`config.mk`:
```
export PLATFORM = sky130hd
export DESIGN_NAME = if_fetch_unit
export DESIGN_NICKNAME = d
export VERILOG_FILES = /design/src/rtl/if_fetch_unit.sv
export SDC_FILE = /design/constraint.sdc
export NUM_CORES = 1
export LEC_CHECK = 0
export BUFFER_PORTS_ARGS = -buffer_cell sky130_fd_sc_hd__buf_2
export CORE_UTILIZATION = 56
export CTS_BUF_LIST = sky130_fd_sc_hd__clkbuf_8 sky130_fd_sc_hd__clkbuf_16
export CTS_CLUSTER_SIZE = 10
export DETAILED_ROUTE_END_ITERATION = 7
export GPL_TIMING_DRIVEN = 0
export PLACE_DENSITY = 0.83
export RECOVER_POWER = 25
export SYNTH_ARGS = -nofsm -noshare
export SYNTH_HDL_FRONTEND = slang
export SYNTH_SLANG_ARGS = --single-unit
```
`constraint.sdc`:
```
create_clock -name clk -period 2.9 [get_ports clk]
set_input_delay 0.145 -clock clk [delete_from_list [all_inputs] [get_ports clk]]
set_output_delay 0.145 -clock clk [all_outputs]
set_load 0.1 [all_outputs]
```
`src/rtl/if_fetch_unit.sv`:
```
// Instruction-fetch stage: owns the fetch PC, issues one outstanding read at a time,
// and buffers returned words in a 2-entry prefetch FIFO ahead of the IF/ID register.
//
// state      | meaning
// FETCH      | request at req_pc, push returned word
// FULL       | FIFO full, no request until a pop
// DRAIN      | wait out a wrong-path request, then refetch at fetch_pc
// HALT_DRAIN | wait out the last request before halting
// HALTED     | idle until reset
module if_fetch_unit #(
  parameter int                   WORD_SIZE = 16,
  parameter logic [WORD_SIZE-1:0] RESET_PC  = '0,
  parameter int                   BUF_DEPTH = 2
) (
  input  logic                 clk,
  input  logic                 reset_n,
  output logic                 i_mem_req,
  output logic [WORD_SIZE-1:0] i_mem_addr,
  input  logic                 i_mem_ack,
  input  logic [WORD_SIZE-1:0] i_mem_data,
  input  logic                 stall,
  input  logic                 redirect_valid,
  input  logic [WORD_SIZE-1:0] redirect_pc,
  input  logic                 halt,
  output logic                 if_valid,
  output logic [WORD_SIZE-1:0] IF_instr,
  output logic [WORD_SIZE-1:0] IF_current_pc,
  output logic [WORD_SIZE-1:0] IF_PC_plus_one,
  output logic [WORD_SIZE-1:0] fetch_count
);

  typedef enum logic [2:0] {
    S_FETCH,
    S_FULL,
    S_DRAIN,
    S_HALT_DRAIN,
    S_HALTED
  } state_t;

  localparam logic [WORD_SIZE-1:0] ONE  = 1;
  localparam logic [1:0]           FULL = BUF_DEPTH[1:0];

  state_t               state;
  logic [WORD_SIZE-1:0] fetch_pc;
  logic [WORD_SIZE-1:0] req_pc;
  logic [WORD_SIZE-1:0] e0_instr, e0_pc, e1_instr, e1_pc;
  logic [1:0]           count;
  logic [1:0]           count_after;
  logic                 head_valid, flush, pop, push;

  assign head_valid = (count != 2'd0);
  assign flush      = halt | redirect_valid;
  assign pop        = head_valid & ~stall & ~flush;
  assign push       = (state == S_FETCH) & i_mem_ack & ~flush & (count != FULL);

  always_comb begin
    count_after = count;
    case ({push, pop})
      2'b10:   count_after = count + 2'd1;
      2'b01:   count_after = count - 2'd1;
      default: count_after = count;
    endcase
  end

  assign i_mem_req      = reset_n & (state inside {S_FETCH, S_DRAIN, S_HALT_DRAIN});
  assign i_mem_addr     = req_pc;
  assign if_valid       = head_valid;
  assign IF_instr       = head_valid ? e0_instr : '0;
  assign IF_current_pc  = head_valid ? e0_pc : '0;
  assign IF_PC_plus_one = head_valid ? (e0_pc + ONE) : '0;

  always_ff @(posedge clk) begin
    if (!reset_n) begin
      state       <= S_FETCH;
      fetch_pc    <= RESET_PC;
      req_pc      <= RESET_PC;
      count       <= 2'd0;
      e0_instr    <= '0;
      e0_pc       <= '0;
      e1_instr    <= '0;
      e1_pc       <= '0;
      fetch_count <= '0;
    end else begin
      if (flush) begin
        count <= 2'd0;
      end else begin
        count <= count_after;
        if (pop) begin
          e0_instr <= e1_instr;
          e0_pc    <= e1_pc;
        end
        // A push that coincides with popping the only entry lands at the head.
        if (push) begin
          if (count == 2'd0 || pop) begin
            e0_instr <= i_mem_data;
            e0_pc    <= req_pc;
          end else begin
            e1_instr <= i_mem_data;
            e1_pc    <= req_pc;
          end
          fetch_count <= fetch_count + ONE;
        end
      end

      case (state)
        S_FETCH: begin
          if (halt) begin
            state <= i_mem_ack ? S_HALTED : S_HALT_DRAIN;
          end else if (redirect_valid) begin
            fetch_pc <= redirect_pc;
            if (i_mem_ack) req_pc <= redirect_pc;
            else           state  <= S_DRAIN;
          end else if (i_mem_ack) begin
            fetch_pc <= fetch_pc + ONE;
            req_pc   <= fetch_pc + ONE;
            if (count_after == FULL) state <= S_FULL;
          end
        end
        S_FULL: begin
          if (halt) begin
            state <= S_HALTED;
          end else if (redirect_valid) begin
            fetch_pc <= redirect_pc;
            req_pc   <= redirect_pc;
            state    <= S_FETCH;
          end else if (pop) begin
            state <= S_FETCH;
          end
        end
        // fetch_pc holds the pending redirect target while the stale request drains.
        S_DRAIN: begin
          if (halt) begin
            state <= i_mem_ack ? S_HALTED : S_HALT_DRAIN;
          end else if (redirect_valid) begin
            fetch_pc <= redirect_pc;
            if (i_mem_ack) begin
              req_pc <= redirect_pc;
              state  <= S_FETCH;
            end
          end else if (i_mem_ack) begin
            req_pc <= fetch_pc;
            state  <= S_FETCH;
          end
        end
        S_HALT_DRAIN: begin
          if (i_mem_ack) state <= S_HALTED;
        end
        S_HALTED: state <= S_HALTED;
        default:  state <= S_FETCH;
      endcase
    end
  end

endmodule

```
==> Yosys cells after proc, flatten, opt, wreduce, memory -nomap -nowiden <==
Cells that the tools add are included.
{ "op_classes": {"n_addsub": 5, "multipliers": 0, "n_div": 0, "n_lt_le_gt_ge": 0, "eq_ne": 22, "n_shift": 0, "mux": 36, "bitwise": 11, "n_reduce_logical": 14} }
{ "op_table": {"columns": ["cell", "count"], "rows": [
  ["2-to-1 mux 16 bit", 20],
  ["adder 16 x 1 -> 16 bit, second input constant", 3],
  ["one-hot mux 16 bit (3 select lines)", 1],
  ["2-to-1 mux 3 bit", 12],
  ["one-hot mux 16 bit (2 select lines)", 1],
  ["one-hot mux 3 bit (5 select lines)", 1],
  ["!= test 2 bit, second input constant", 7],
  ["!= test 4 bit, second input constant", 3],
  ["!= test 3 bit, second input constant", 3],
  ["AND reduction 7 bit", 1],
  ["AND 1 bit", 6],
  ["equality test 3 x 2 -> 1 bit, second input constant", 2],
  ["AND reduction 6 bit", 1],
  ["nonzero test 3 bit", 2],
  ["AND reduction 5 bit", 1],
  ["equality test 2 bit, second input constant", 2],
  ["!= test 4 x 3 -> 1 bit, second input constant", 1],
  ["NOT 1 bit", 4],
  ["one-hot mux 2 bit (2 select lines)", 1],
  ["nonzero test 2 bit", 2],
  ["OR reduction 2 bit", 2],
  ["equality test 3 x 1 -> 1 bit, second input constant", 1],
  ["equality test 3 bit, second input constant", 1],
  ["zero test 3 bit", 1],
  ["other kinds (9)", 9]
]} }
{ "totals": {"register_bits": 117, "latch_bits": 0, "ramBits": 0, "rom_bits": 0, "inputBits": 38, "output_inout_bits": 82, "elab_cells": 97, "memories": 0} }

==> Depth between registers and ports, before layout <==
Gate-level depths: netlist of the first run.
{ "logic_depth": {"ltp_word": 12, "ltp_mapped": 10} }

==> Worst setup path after synthesis of the first run <==
OpenSTA, ideal clock, no wires.
{ "synth_path": {"path_type": "flip-flop to output port", "from": "reg state[0]", "to": "out i_mem_req", "t_arrival_ps": 2943, "t_required_ps": 2755, "setup_slack_ps": -188, "stages_incl_launch_ff": 6, "cell_sequence": "dfxtp_1 buf_4 nor2b_1 clkbuf_1 clkbuf_1 nor3_1"} }
{ "synth_via": {"elab_chain_cells": 3} }
{ "synth_rtl": {"columns": ["element", "line_no", "text"], "rows": [
  ["start, declared", "43", "state_t state;"],
  ["start signal, assigned", "108", "state <= i_mem_ack ? S_HALTED : S_HALT_DRAIN;"],
  ["start signal, assigned", "133", "state <= i_mem_ack ? S_HALTED : S_HALT_DRAIN;"],
  ["equality test 3 x 2 -> 1 bit or zero test 3 bit (tied branches)", "65", "assign i_mem_req = reset_n & (state inside {S_FETCH, S_DRAIN, S_HALT_DRAIN});"],
  ["nonzero test 3 bit *", "65", null],
  ["AND 1 bit *", "65", null],
  ["end, declared", "17", "output logic i_mem_req,"]
]} }
Every way passes the cells marked *; elsewhere a longest branch is shown, timed or not.

==> Final worst setup path of the first run <==
{ "layout_path": {"from": "reg state[2]", "to": "reg state[1]"} }
{ "layout_via": {"elab_chain_cells": 9} }
{ "layout_rtl": {"columns": ["element", "line_no", "text"], "rows": [
  ["zero test 3 bit", "54, 105", null],
  ["AND 1 bit (3 in series)", "54", "assign push = (state == S_FETCH) & i_mem_ack & ~flush & (count != FULL);"],
  ["equality test 2 x 1 -> 1 bit or equality test 2 bit (tied branches)", "58", "case ({push, pop})"],
  ["one-hot mux 2 bit (2 select lines)", "58", null],
  ["equality test 2 bit", "116", "if (count_after == FULL) state <= S_FULL;"],
  ["!= test 4 x 3 -> 1 bit (no line)", null, null],
  ["AND reduction 6 bit (no line)", null, null]
]} }
Parallel ways exist; a longest one is shown, timed or not.
A chain may end at the register's enable or synchronous reset.

==> tab_implementation.tex, run 1 <==
\begin{tabular}{lr}
\hline
Metric & Value \\
\hline
\multicolumn{2}{l}{\textbf{Global routing}} \\
Number of global-route vias before repair & 6,146 \\
Met1 Track Usage GR & 42.4\% \\
Grt total ovfl & 0 \\
Antenna violations before repair & 0 \\
First-pass GRT wire length & 30,700 um \\
M2 GR Usage & 55.1\% \\
Pin count of the biggest net entering global routing & 17 \\
Busiest grt layer & met2 \\
Met3 usage in global routing & 8.06\% \\
Global-route usage over all layers & 33.6\% \\
\multicolumn{2}{l}{\textbf{Setup path}} \\
Reg2reg path depth & 9 \\
CP max FO & 10 \\
Crit Reg-Reg Endpoint & state[1] \\
Arrival time of data at the critical path endpoint & 3.10 ns \\
Worst Setup Start Kind & flip-flop \\
Class of the most critical setup path & flip-flop to flip-flop \\
Data required time at the worst endpoint & 3.24 ns \\
Capturing element type of the critical path & flip-flop \\
Worst flop-to-flop path startpoint & state[2] \\
Slack of the worst reg-to-reg path & 0.15 ns \\
Worst setup path start & state[2] \\
Setup crit end & state[1] \\
\multicolumn{2}{l}{\textbf{Detailed routing}} \\
Detailed-route wire length per cell & 17.1 um \\
Detailed-route wire length & 19,700 um \\
Antenna Nets Post-Route & 0 \\
Via total after detailed routing & 6,867 \\
DRC violations left & 0 \\
Initial DRT Pass Iterations & 6 \\
Routed via count divided by cell count & 5.96 \\
Iteration-0 DRC count of the detailed router & 743 \\
\multicolumn{2}{l}{\textbf{Clocking}} \\
Number of clock sinks & 117 \\
CTS root buffer & sky130\_fd\_sc\_hd\_\_clkbuf\_16 \\
Max H-tree Level & 4 \\
Clock insertion delay at the later pin of the skew report & 0.42 ns \\
Clock-pin slew reported for the worst setup and hold paths after clock tree synthesis & 0.06 ns \\
CTS tree & yes \\
Cts bufs inserted & 17 \\
Buffers from clock root to sink, at most & 2 \\
\multicolumn{2}{l}{\textbf{Timing}} \\
RSZ-0062 raised after global routing & false \\
Clock Skew & 0.0114 ns \\
Final min period & 2.75 ns \\
Pins Over Slew Limit & 0 \\
Number of failing hold endpoints at the final stage & 0 \\
Highest attainable clock frequency & 363 MHz \\
Setup slack after layout & 0.148 ns \\
Worst rel slew slack & 18.0\% \\
Period utilization & 94.9\% \\
Final count of negative-setup-slack endpoints & 0 \\
Setup\_tns & 0 ns \\
Worst slew pin tran & 1.24 ns \\
\multicolumn{2}{l}{\textbf{Outcome}} \\
Outcome & complete, no violations \\
\multicolumn{2}{l}{\textbf{Yosys}} \\
Leading area contributor after synthesis & sky130\_fd\_sc\_hd\_\_dfxtp\_1 \\
Async set or reset register ratio after synthesis & 0\% \\
Register bit count reported by yosys & 117 \\
Synth top area share & 36.1\% \\
Post-Syn Nets & 893 \\
Instance count of the mapped netlist & 851 \\
Count of flip-flops with a built-in enable after synthesis & 0 \\
Synthesized cell area & 6490 um\^{}2 \\
Average size of a mapped cell & 7.63 um\^{}2 \\
Sequential cell area fraction in the yosys report & 36.1\% \\
Count of cell types in the netlist & 57 \\
Warnings, synthesis & 0 \\
Main area contributors after synthesis & sky130\_fd\_sc\_hd\_\_dfxtp\_1, sky130\_fd\_sc\_hd\_\_nand2\_1, sky130\_fd\_sc\_hd\_\_nor2\_1 \\
Prevailing post-synth register cell & sky130\_fd\_sc\_hd\_\_dfxtp\_1 \\
\multicolumn{2}{l}{\textbf{Power}} \\
Ratio of total power to cell area & 627 nW/um\^{}2 \\
Leakage power & 3.13 nW \\
Largest voltage drop on the vdd net & 0.473 mV \\
\multicolumn{2}{l}{\textbf{Placement}} \\
Routability Congestion & 0.975 \\
Placed wire-length estimate & 13,100 um \\
Port-buffer cells & 117 \\
Worst slack at placement & 0.0525 ns \\
\multicolumn{2}{l}{\textbf{Cells and area}} \\
Multi-input combinational cell area & 3800 um\^{}2 \\
Area growth syn-to-layout & 23.3\% \\
Count of inserted antenna diode cells & 0 \\
Proportion of layout cells with a drive suffix above 1 & 16.6\% \\
Combined flip-flop and latch cell area & 2340 um\^{}2 \\
Filler instances & 908 \\
Total number of nets in the final design & 1,042 \\
\multicolumn{2}{l}{\textbf{Die}} \\
DIE AREA & 12,000 um\^{}2 \\
Initial Util & 58.6\% \\
Placeable Area & 11,100 um\^{}2 \\
Cell row count & 38 \\
Chip Width & 110 um \\
Chip height & 110 um \\
I/O pins & 120 \\
\multicolumn{2}{l}{\textbf{Hold path}} \\
Class of the most critical hold timing path & input port to flip-flop \\
\multicolumn{2}{l}{\textbf{Flow run}} \\
Max\_cap viols & 0 \\
\hline
\end{tabular}
-- area by class of cell --
cell class,instances,share of cell area [%]
multi-input cells,650,47.5
flip-flops and latches,117,29.3
plain buffers,70,3.81
repair buffers,131,8.52
inverters,13,0.609
clock buffers,20,5.83
clock inverters,12,2.30
well taps,140,2.19
-- worst max-delay path, stage by stage (launching register included) --
cell                       delay [ns]
sky130_fd_sc_hd__dfxtp_1         0.31
sky130_fd_sc_hd__buf_6           0.13
sky130_fd_sc_hd__or4b_4          0.55
sky130_fd_sc_hd__nor3_4          0.28
sky130_fd_sc_hd__inv_2           0.12
sky130_fd_sc_hd__ha_2            0.32
sky130_fd_sc_hd__a2111o_1        0.37
sky130_fd_sc_hd__o21ai_0         0.20
sky130_fd_sc_hd__a32o_2          0.21
sky130_fd_sc_hd__mux2i_1         0.18
-- state kept, by name, indices dropped and copies added (netlist names) --
| register | flops |
|---|---|
| e0_instr | 16 |
| e0_pc | 16 |
| e1_instr | 16 |
| e1_pc | 16 |
| fetch_count | 16 |
| fetch_pc | 16 |
| i_mem_addr | 16 |
| state | 3 |
| count | 2 |
-- worst min-delay path by stage --
stage                         from      endpoint  slack (ns)  cells after the start
finish              i_mem_data[12]  e1_instr[12]       0.005                      3
global route        i_mem_data[12]  e1_instr[12]       0.008                      3
CTS                 i_mem_data[12]  e1_instr[12]      0.0002                      3
detailed placement   i_mem_data[2]   e1_instr[2]        0.40                      3
global placement     i_mem_data[5]   e1_instr[5]        0.40                      3
floorplan            i_mem_data[0]   e1_instr[0]        0.28                      2
-- power breakdown --
group | internal, mW | switching (mW)
combinational | 0.255 | 0.651
clock | 1.58 | 0.743
sequential | 1.69 | 0.102
total | 3.53 | 1.50
-- stage by stage --
stage | utilization, % | total power [mW] | area, um^2 | instances | hold WS [ns]
floorplan | - | 2.45 | 6500 | 851 | 0.281
global placement | 65.5 | 2.68 | 7260 | 1108 | 0.400
detailed placement | 65.5 | 2.69 | 7260 | 1108 | 0.404
CTS | 72.5 | 5.00 | 8030 | 1152 | 0.000201
global route | 72.3 | 5.16 | 8010 | 1153 | 0.00788
finish | 72.3 | 5.02 | 8010 | 1153 | 0.00497
-- timing repair --
action,CTS,global route
hold buffers,12,0
setup endpoints to repair,0,26
gates resized for setup,0,3
setup buffers,0,2
hold endpoints to repair,12,0
-- synthesized netlist by cell type, drive strengths merged, types with 3 or more instances --
| master | number |
|---|---|
| nor2b | 6 |
| a21o | 3 |
| o22ai | 10 |
| nand4 | 11 |
| o21ai | 64 |
| or3 | 6 |
| nand2b | 5 |
| dfxtp | 117 |
| o221ai | 10 |
| clkbuf | 56 |
| buf | 15 |
| a211oi | 3 |
| nor3 | 74 |
| xnor2 | 28 |
| and4 | 5 |
| o21a | 4 |
| nor4 | 8 |
| nor2 | 95 |
| nand2 | 102 |
| nand3 | 18 |
| a21oi | 71 |
| inv | 13 |
| and2 | 35 |
| mux2i | 19 |
| a22oi | 16 |
| ha | 4 |
| nor3b | 4 |
| and3 | 4 |
| xor2 | 13 |
| a31oi | 5 |
-- cells by family (layout without fill, tap and decap cells) --
logic type / Yosys count / after routing / share of synthesized area (%)
AND/OR/NAND/NOR: 381 / 381 / 30.2
AO/OA/AOI/OAI: 203 / 203 / 18.7
flip-flops: 117 / 117 / 36.1
buffers and inverters: 84 / 246 / 5.51
XOR/XNOR: 41 / 41 / 5.53
multiplexers: 21 / 21 / 3.28
adder cells (fa/ha/maj): 4 / 4 / 0.771
-- layer usage --
| layer | wire length, um | vias up |
|---|---|---|
| met1 | 8160 | 3143 |
| met3 | 1860 | 57 |
| met4 | 541 | 0 |
| li1 | - | 3279 |
| met5 | 0 | - |
| met2 | 9110 | 388 |
-- placed cells by master (no fill, tap or decap), types with 10 or more instances in the layout --
| cell | count |
|---|---|
| sky130_fd_sc_hd__nand2_1 | 102 |
| sky130_fd_sc_hd__a22oi_1 | 16 |
| sky130_fd_sc_hd__o22ai_1 | 10 |
| sky130_fd_sc_hd__xor2_1 | 13 |
| sky130_fd_sc_hd__xnor2_1 | 28 |
| sky130_fd_sc_hd__buf_2 | 87 |
| sky130_fd_sc_hd__o221ai_1 | 10 |
| sky130_fd_sc_hd__clkbuf_1 | 89 |
| sky130_fd_sc_hd__dfxtp_1 | 117 |
| sky130_fd_sc_hd__mux2i_1 | 19 |
| sky130_fd_sc_hd__and2_1 | 35 |
| sky130_fd_sc_hd__nor3_1 | 45 |
| sky130_fd_sc_hd__a21oi_1 | 70 |
| sky130_fd_sc_hd__nand4_1 | 11 |
| sky130_fd_sc_hd__nor3_2 | 28 |
| sky130_fd_sc_hd__o21ai_0 | 63 |
| sky130_fd_sc_hd__nor2_1 | 95 |
| sky130_fd_sc_hd__clkbuf_16 | 17 |
| sky130_fd_sc_hd__inv_1 | 15 |
| sky130_fd_sc_hd__nand3_1 | 18 |
| sky130_fd_sc_hd__dlygate4sd3_1 | 12 |
Power figures use the tool's default switching activity.
==> run 2, diff against run 1 <==
--- a/config.mk
+++ b/config.mk
@@ -5,7 +5,7 @@
 export SDC_FILE = /design/constraint.sdc
 export NUM_CORES = 1
 export LEC_CHECK = 0
-export BUFFER_PORTS_ARGS = -buffer_cell sky130_fd_sc_hd__buf_2
+export BUFFER_PORTS_ARGS = -buffer_cell sky130_fd_sc_hd__clkbuf_2
 export CORE_UTILIZATION = 56
 export CTS_BUF_LIST = sky130_fd_sc_hd__clkbuf_8 sky130_fd_sc_hd__clkbuf_16
 export CTS_CLUSTER_SIZE = 10
@@ -13,6 +13,7 @@
 export GPL_TIMING_DRIVEN = 0
 export PLACE_DENSITY = 0.83
 export RECOVER_POWER = 25
+export SLEW_MARGIN = 20
 export SYNTH_ARGS = -nofsm -noshare
 export SYNTH_HDL_FRONTEND = slang
 export SYNTH_SLANG_ARGS = --single-unit
==> run 2 against run 1 <==
  * Combinational power about the same
  * Sequential power about the same
  * Count of clock-buffer cells in the layout down 1
  * Global-route usage down 0.16 points
  * Via count up 0.82%
  * Critical path type unchanged
  * Highest routed layer unchanged
  * First-iteration DRC count shrank 7.0%
==> tab_implementation.tex, run 2 (synthesis gave the netlist of run 1 again) <==
\begin{tabular}{lr}
\hline
Metric & Value \\
\hline
\multicolumn{2}{l}{\textbf{Timing}} \\
Worst rel slew slack & 18.7\% \\
Highest attainable clock frequency & 370 MHz \\
Worst slew pin tran & 1.22 ns \\
Clock Skew & 0.0111 ns \\
Number of failing hold endpoints at the final stage & 0 \\
Setup\_tns & 0 ns \\
RSZ-0062 raised after global routing & false \\
Period utilization & 93.2\% \\
Final count of negative-setup-slack endpoints & 0 \\
Pins Over Slew Limit & 0 \\
Final min period & 2.70 ns \\
\multicolumn{2}{l}{\textbf{Power}} \\
Leakage power & 3.06 nW \\
Ratio of total power to cell area & 605 nW/um\^{}2 \\
Largest voltage drop on the vdd net & 0.473 mV \\
\multicolumn{2}{l}{\textbf{Cells and area}} \\
Combined flip-flop and latch cell area & 2340 um\^{}2 \\
Total number of nets in the final design & 1,041 \\
Highest-count cells in the layout ignoring fill and taps & sky130\_fd\_sc\_hd\_\_dfxtp\_1, sky130\_fd\_sc\_hd\_\_nand2\_1, sky130\_fd\_sc\_hd\_\_nor2\_1 \\
Proportion of layout cells with a drive suffix above 1 & 16.3\% \\
Count of inserted antenna diode cells & 0 \\
Multi-input combinational cell area & 3790 um\^{}2 \\
Most frequent standard cell in the layout excluding fill and tap cells & sky130\_fd\_sc\_hd\_\_dfxtp\_1 \\
Filler instances & 869 \\
Area growth syn-to-layout & 22.6\% \\
Cell Count, Final, Fillers Out & 1,151 \\
\multicolumn{2}{l}{\textbf{Die}} \\
Chip Width & 110 um \\
I/O pins & 120 \\
Initial Util & 58.6\% \\
Chip height & 110 um \\
Placeable Area & 11,100 um\^{}2 \\
Cell row count & 38 \\
DIE AREA & 12,000 um\^{}2 \\
\multicolumn{2}{l}{\textbf{Placement}} \\
Port-buffer cells & 117 \\
Cells after DPL & 1,108 \\
Placed wire-length estimate & 13,300 um \\
Routability Congestion & 0.963 \\
\multicolumn{2}{l}{\textbf{Clocking}} \\
Clock insertion delay at the later pin of the skew report & 0.42 ns \\
CTS tree & yes \\
CTS root buffer & sky130\_fd\_sc\_hd\_\_clkbuf\_16 \\
Buffers from clock root to sink, at most & 2 \\
Cts bufs inserted & 17 \\
Clock-pin slew reported for the worst setup and hold paths after clock tree synthesis & 0.06 ns \\
Max H-tree Level & 4 \\
Number of clock sinks & 117 \\
\multicolumn{2}{l}{\textbf{Setup path}} \\
Data required time at the worst endpoint & 3.25 ns \\
Capturing element type of the critical path & flip-flop \\
Worst Setup Start Kind & flip-flop \\
CP max FO & 10 \\
Arrival time of data at the critical path endpoint & 3.05 ns \\
Class of the most critical setup path & flip-flop to flip-flop \\
\multicolumn{2}{l}{\textbf{Hold path}} \\
Class of the most critical hold timing path & input port to flip-flop \\
\multicolumn{2}{l}{\textbf{Detailed routing}} \\
Antenna Nets Post-Route & 0 \\
Iteration-0 DRC count of the detailed router & 691 \\
Initial DRT Pass Iterations & 6 \\
Routed via count divided by cell count & 6.01 \\
Via total after detailed routing & 6,923 \\
Detailed-route wire length per cell & 17.3 um \\
DRC violations left & 0 \\
Detailed-route wire length & 19,900 um \\
\multicolumn{2}{l}{\textbf{Global routing}} \\
Grt total ovfl & 0 \\
First-pass GRT wire length & 31,000 um \\
Antenna violations before repair & 0 \\
Global-route usage over all layers & 33.5\% \\
Number of global-route vias before repair & 6,394 \\
Pin count of the biggest net entering global routing & 17 \\
\multicolumn{2}{l}{\textbf{Outcome}} \\
Outcome & complete, no violations \\
\multicolumn{2}{l}{\textbf{Flow run}} \\
Max\_cap viols & 0 \\
\hline
\end{tabular}
-- run 2: path summary, 6_finish.rpt --
check | from | endpoint | slack (ns) | depth (start not counted)
worst min register to register | e1_pc[4] | e1_pc[4] | 0.46 | 2
worst max-delay path | state[2] | state[1] | 0.20 | 9
worst max register to register | state[2] | state[1] | 0.20 | 9
worst min-delay path | i_mem_data[12] | e1_instr[12] | 0.004 | 3
-- run 2: worst max-delay path: stages (launching register included) --
cell                       delay, ns
sky130_fd_sc_hd__dfxtp_1        0.31
sky130_fd_sc_hd__buf_6          0.13
sky130_fd_sc_hd__or4b_4         0.55
sky130_fd_sc_hd__nor3_4         0.25
sky130_fd_sc_hd__inv_2          0.09
sky130_fd_sc_hd__ha_1           0.35
sky130_fd_sc_hd__a2111o_1       0.37
sky130_fd_sc_hd__o21ai_0        0.19
sky130_fd_sc_hd__a32o_2         0.21
sky130_fd_sc_hd__mux2i_1        0.18
-- run 2: through the flow --
step / cell area (um^2) / power (mW) / hold WS (ns) / setup slack (ns) / utilization [%]
after floorplan: 6500 / 2.45 / 0.281 / 0.0626 / -
after global placement: 7260 / 2.68 / 0.390 / 0.0768 / 65.5
after detailed placement: 7260 / 2.69 / 0.391 / 0.0835 / 65.5
after CTS: 7960 / 4.79 / 0.00186 / 0.00634 / 71.9
after global routing: 7960 / 4.94 / 0.0103 / 0.0502 / 71.9
final: 7960 / 4.81 / 0.00403 / 0.199 / 71.9
-- run 2: what timing repair did --
| action | 4_1_cts | 5_1_grt |
|---|---|---|
| hold endpoints to repair | 11 | 0 |
| hold buffers | 11 | 0 |
| setup endpoints to repair | 0 | 32 |
| buffers inserted | 0 | 2 |
| resized for setup | 0 | 39 |
-- run 2: layout make-up --
class                           instances  area share, %
Clock inverter                         12           1.73
Timing Repair Buffer                  130           8.93
Multi-Input combinational cell        650           47.6
Tap cell                              140           2.20
Inverter                               13          0.613
Buffer                                 70           3.83
Sequential cell                       117           29.4
Clock buffer                           19           5.69
-- run 2: power by group --
group / total, mW / switching (mW) / internal [mW]
logic: 0.908 / 0.655 / 0.253
clock network: 2.11 / 0.736 / 1.37
registers: 1.79 / 0.102 / 1.69
-- run 2: metal layers --
metal / vias to the layer above / global-route usage [%] / share of wire [%]
met4: 0 / 13.2 / 2.8
met5: - / 0 / 0
li1: 3265 / - / -
met3: 70 / 8.48 / 11
met1: 3178 / 41.4 / 40
met2: 410 / 55.7 / 47
==> run 3, diff against run 2 <==
==> constraint.sdc (replaced) <==
create_clock -name clk -period 2.9 [get_ports clk]
set_input_delay 0.29 -clock clk [delete_from_list [all_inputs] [get_ports clk]]
set_output_delay 0.29 -clock clk [all_outputs]
set_load 0.1 [all_outputs]
==> run 3 against run 2 <==
  * Sequential power is essentially flat
  * Flip-flop and latch count is the same
  * Critical path depth is the same
  * Clock skew grew 0.00092 ns
  * Largest power group unchanged
  * Routed wire length shrank 3.9%
  * Largest cell class unchanged
  * Critical path type unchanged
  * Die area is the same
  * Total power grew 2.1%
  * Highest routed layer unchanged
  * Design area shrank 0.47%
  * Via count shrank 2.0%
  * Combinational power shrank 2%
==> tab_implementation.tex, run 3 (synthesis gave the netlist of run 1 again) <==
\begin{tabular}{lr}
\hline
Metric & Value \\
\hline
\multicolumn{2}{l}{\textbf{Power}} \\
Ratio of total power to cell area & 620 nW/um\^{}2 \\
Largest voltage drop on the vdd net & 0.554 mV \\
Leakage power & 3.04 nW \\
\multicolumn{2}{l}{\textbf{Global routing}} \\
Global-route usage over all layers & 33.1\% \\
Grt total ovfl & 0 \\
Number of global-route vias before repair & 6,202 \\
Antenna violations before repair & 0 \\
Pin count of the biggest net entering global routing & 17 \\
First-pass GRT wire length & 30,400 um \\
\multicolumn{2}{l}{\textbf{Setup path}} \\
Class of the most critical setup path & flip-flop to flip-flop \\
Worst Setup Start Kind & flip-flop \\
Capturing element type of the critical path & flip-flop \\
Data required time at the worst endpoint & 3.25 ns \\
Arrival time of data at the critical path endpoint & 3.07 ns \\
Worst setup path start & state[0] \\
CP max FO & 10 \\
Worst flop-to-flop path startpoint & state[0] \\
\multicolumn{2}{l}{\textbf{Die}} \\
Placeable Area & 11,100 um\^{}2 \\
Initial Util & 58.6\% \\
Cell row count & 38 \\
Chip height & 110 um \\
Chip Width & 110 um \\
DIE AREA & 12,000 um\^{}2 \\
I/O pins & 120 \\
\multicolumn{2}{l}{\textbf{Timing}} \\
Clock Skew & 0.0121 ns \\
Final Hold Slack & 0.110 ns \\
Worst slew pin tran & 1.24 ns \\
Period utilization & 93.9\% \\
Final count of negative-setup-slack endpoints & 0 \\
Final min period & 2.72 ns \\
Number of failing hold endpoints at the final stage & 0 \\
Setup\_tns & 0 ns \\
Worst rel slew slack & 18.0\% \\
RSZ-0062 raised after global routing & false \\
Highest attainable clock frequency & 367 MHz \\
Pins Over Slew Limit & 0 \\
Setup slack after layout & 0.177 ns \\
\multicolumn{2}{l}{\textbf{Cells and area}} \\
Filler instances & 887 \\
Highest-count cells in the layout ignoring fill and taps & sky130\_fd\_sc\_hd\_\_dfxtp\_1, sky130\_fd\_sc\_hd\_\_nand2\_1, sky130\_fd\_sc\_hd\_\_nor2\_1 \\
Multi-input combinational cell area & 3810 um\^{}2 \\
Final design utilization & 71.5\% \\
Total number of nets in the final design & 1,030 \\
Count of inserted antenna diode cells & 0 \\
Area growth syn-to-layout & 22.0\% \\
Combined flip-flop and latch cell area & 2340 um\^{}2 \\
Most frequent standard cell in the layout excluding fill and tap cells & sky130\_fd\_sc\_hd\_\_dfxtp\_1 \\
Proportion of layout cells with a drive suffix above 1 & 17.1\% \\
\multicolumn{2}{l}{\textbf{Detailed routing}} \\
Detailed-route wire length per cell & 16.8 um \\
Antenna Nets Post-Route & 0 \\
Via total after detailed routing & 6,787 \\
DRC violations left & 0 \\
Routed via count divided by cell count & 5.95 \\
Detailed-route wire length & 19,100 um \\
Iteration-0 DRC count of the detailed router & 623 \\
Initial DRT Pass Iterations & 6 \\
\multicolumn{2}{l}{\textbf{Hold path}} \\
Class of the most critical hold timing path & input port to flip-flop \\
Hold path start & i\_mem\_data[1] \\
\multicolumn{2}{l}{\textbf{Placement}} \\
Port-buffer cells & 117 \\
Placed wire-length estimate & 13,200 um \\
Worst slack at placement & 0.0549 ns \\
Routability Congestion & 0.959 \\
\multicolumn{2}{l}{\textbf{Clocking}} \\
Clock-pin slew reported for the worst setup and hold paths after clock tree synthesis & 0.06 ns \\
CTS root buffer & sky130\_fd\_sc\_hd\_\_clkbuf\_16 \\
Number of clock sinks & 117 \\
Buffers from clock root to sink, at most & 2 \\
Clock insertion delay at the later pin of the skew report & 0.42 ns \\
Cts bufs inserted & 17 \\
Post-CTS Hold Buffers & 0 \\
CTS tree & yes \\
Max H-tree Level & 4 \\
\multicolumn{2}{l}{\textbf{Outcome}} \\
Outcome & complete, no violations \\
\multicolumn{2}{l}{\textbf{Flow run}} \\
Max\_cap viols & 0 \\
\hline
\end{tabular}
-- run 3: cell types whose count changed in the layout (fill, tap and decap cells not counted), moves of 2 or more --
cell                            before  now
sky130_fd_sc_hd__clkinv_2            5    1
sky130_fd_sc_hd__clkbuf_1           90   87
sky130_fd_sc_hd__clkbuf_4           18   22
sky130_fd_sc_hd__a21oi_1            71   67
sky130_fd_sc_hd__clkbuf_2           65   63
sky130_fd_sc_hd__dlygate4sd3_1      11    0
sky130_fd_sc_hd__a21oi_2             0    3
-- run 3: final cells by class --
cell class	count	area share [%]
well taps	140	2.21
flip-flops and latches	117	29.6
inverters	13	0.616
repair buffers	119	7.74
multi-input cells	650	48.1
clock buffers	20	5.89
plain buffers	70	3.85
clock inverters	11	2.01
-- run 3: path summary, 6_finish.rpt --
path                       end  slack [ns]  depth (start not counted)
setup / recovery      state[0]        0.18                          9
hold / removal     e1_instr[1]        0.11                          3
setup reg to reg      state[0]        0.18                          9
hold reg to reg   e1_instr[13]        0.45                          2
-- run 3: metrics by stage --
stage / total power, mW / instances / instance area [um^2]
2_1_floorplan: 2.45 / 851 / 6510
3_3_place_gp: 2.67 / 1108 / 7270
3_5_place_dp: 2.69 / 1108 / 7270
4_1_cts: 4.89 / 1139 / 7950
5_1_grt: 5.05 / 1140 / 7920
6_report: 4.91 / 1140 / 7920
-- run 3: where the power goes --
group | internal [mW] | total, mW | switching (mW) | leakage, nW
clock | 1.49 | 2.23 | 0.740 | 0.308
combinational | 0.245 | 0.891 | 0.646 | 1.78
sequential | 1.69 | 1.79 | 0.101 | 0.951
total | 3.43 | 4.91 | 1.49 | 3.04
-- run 3: layer usage --
layer / GRT usage, % / vias up / part of all wire (%)
li1: - / 3247 / -
met1: 40.9 / 3091 / 41
met2: 53.5 / 370 / 46
met3: 8.36 / 79 / 9.3
met4: 16.1 / 0 / 3.3
met5: 0 / - / 0
-- run 3: timing repair --
| item | in CTS | in global routing |
|---|---|---|
| gates resized for setup | 21 | 7 |
| setup buffers | 0 | 2 |
| endpoints found under the hold margin | 0 | 0 |
| setup endpoints to repair | 29 | 33 |
| pin swaps | 0 | 1 |
-- run 3: critical path: stages, from the launching register on --
cell,delay (ns)
sky130_fd_sc_hd__dfxtp_1,0.30
sky130_fd_sc_hd__buf_4,0.16
sky130_fd_sc_hd__or4b_4,0.54
sky130_fd_sc_hd__nor3_4,0.27
sky130_fd_sc_hd__inv_2,0.11
sky130_fd_sc_hd__ha_2,0.31
sky130_fd_sc_hd__a2111o_1,0.36
sky130_fd_sc_hd__o21ai_0,0.21
sky130_fd_sc_hd__a32o_2,0.21
sky130_fd_sc_hd__mux2i_1,0.19
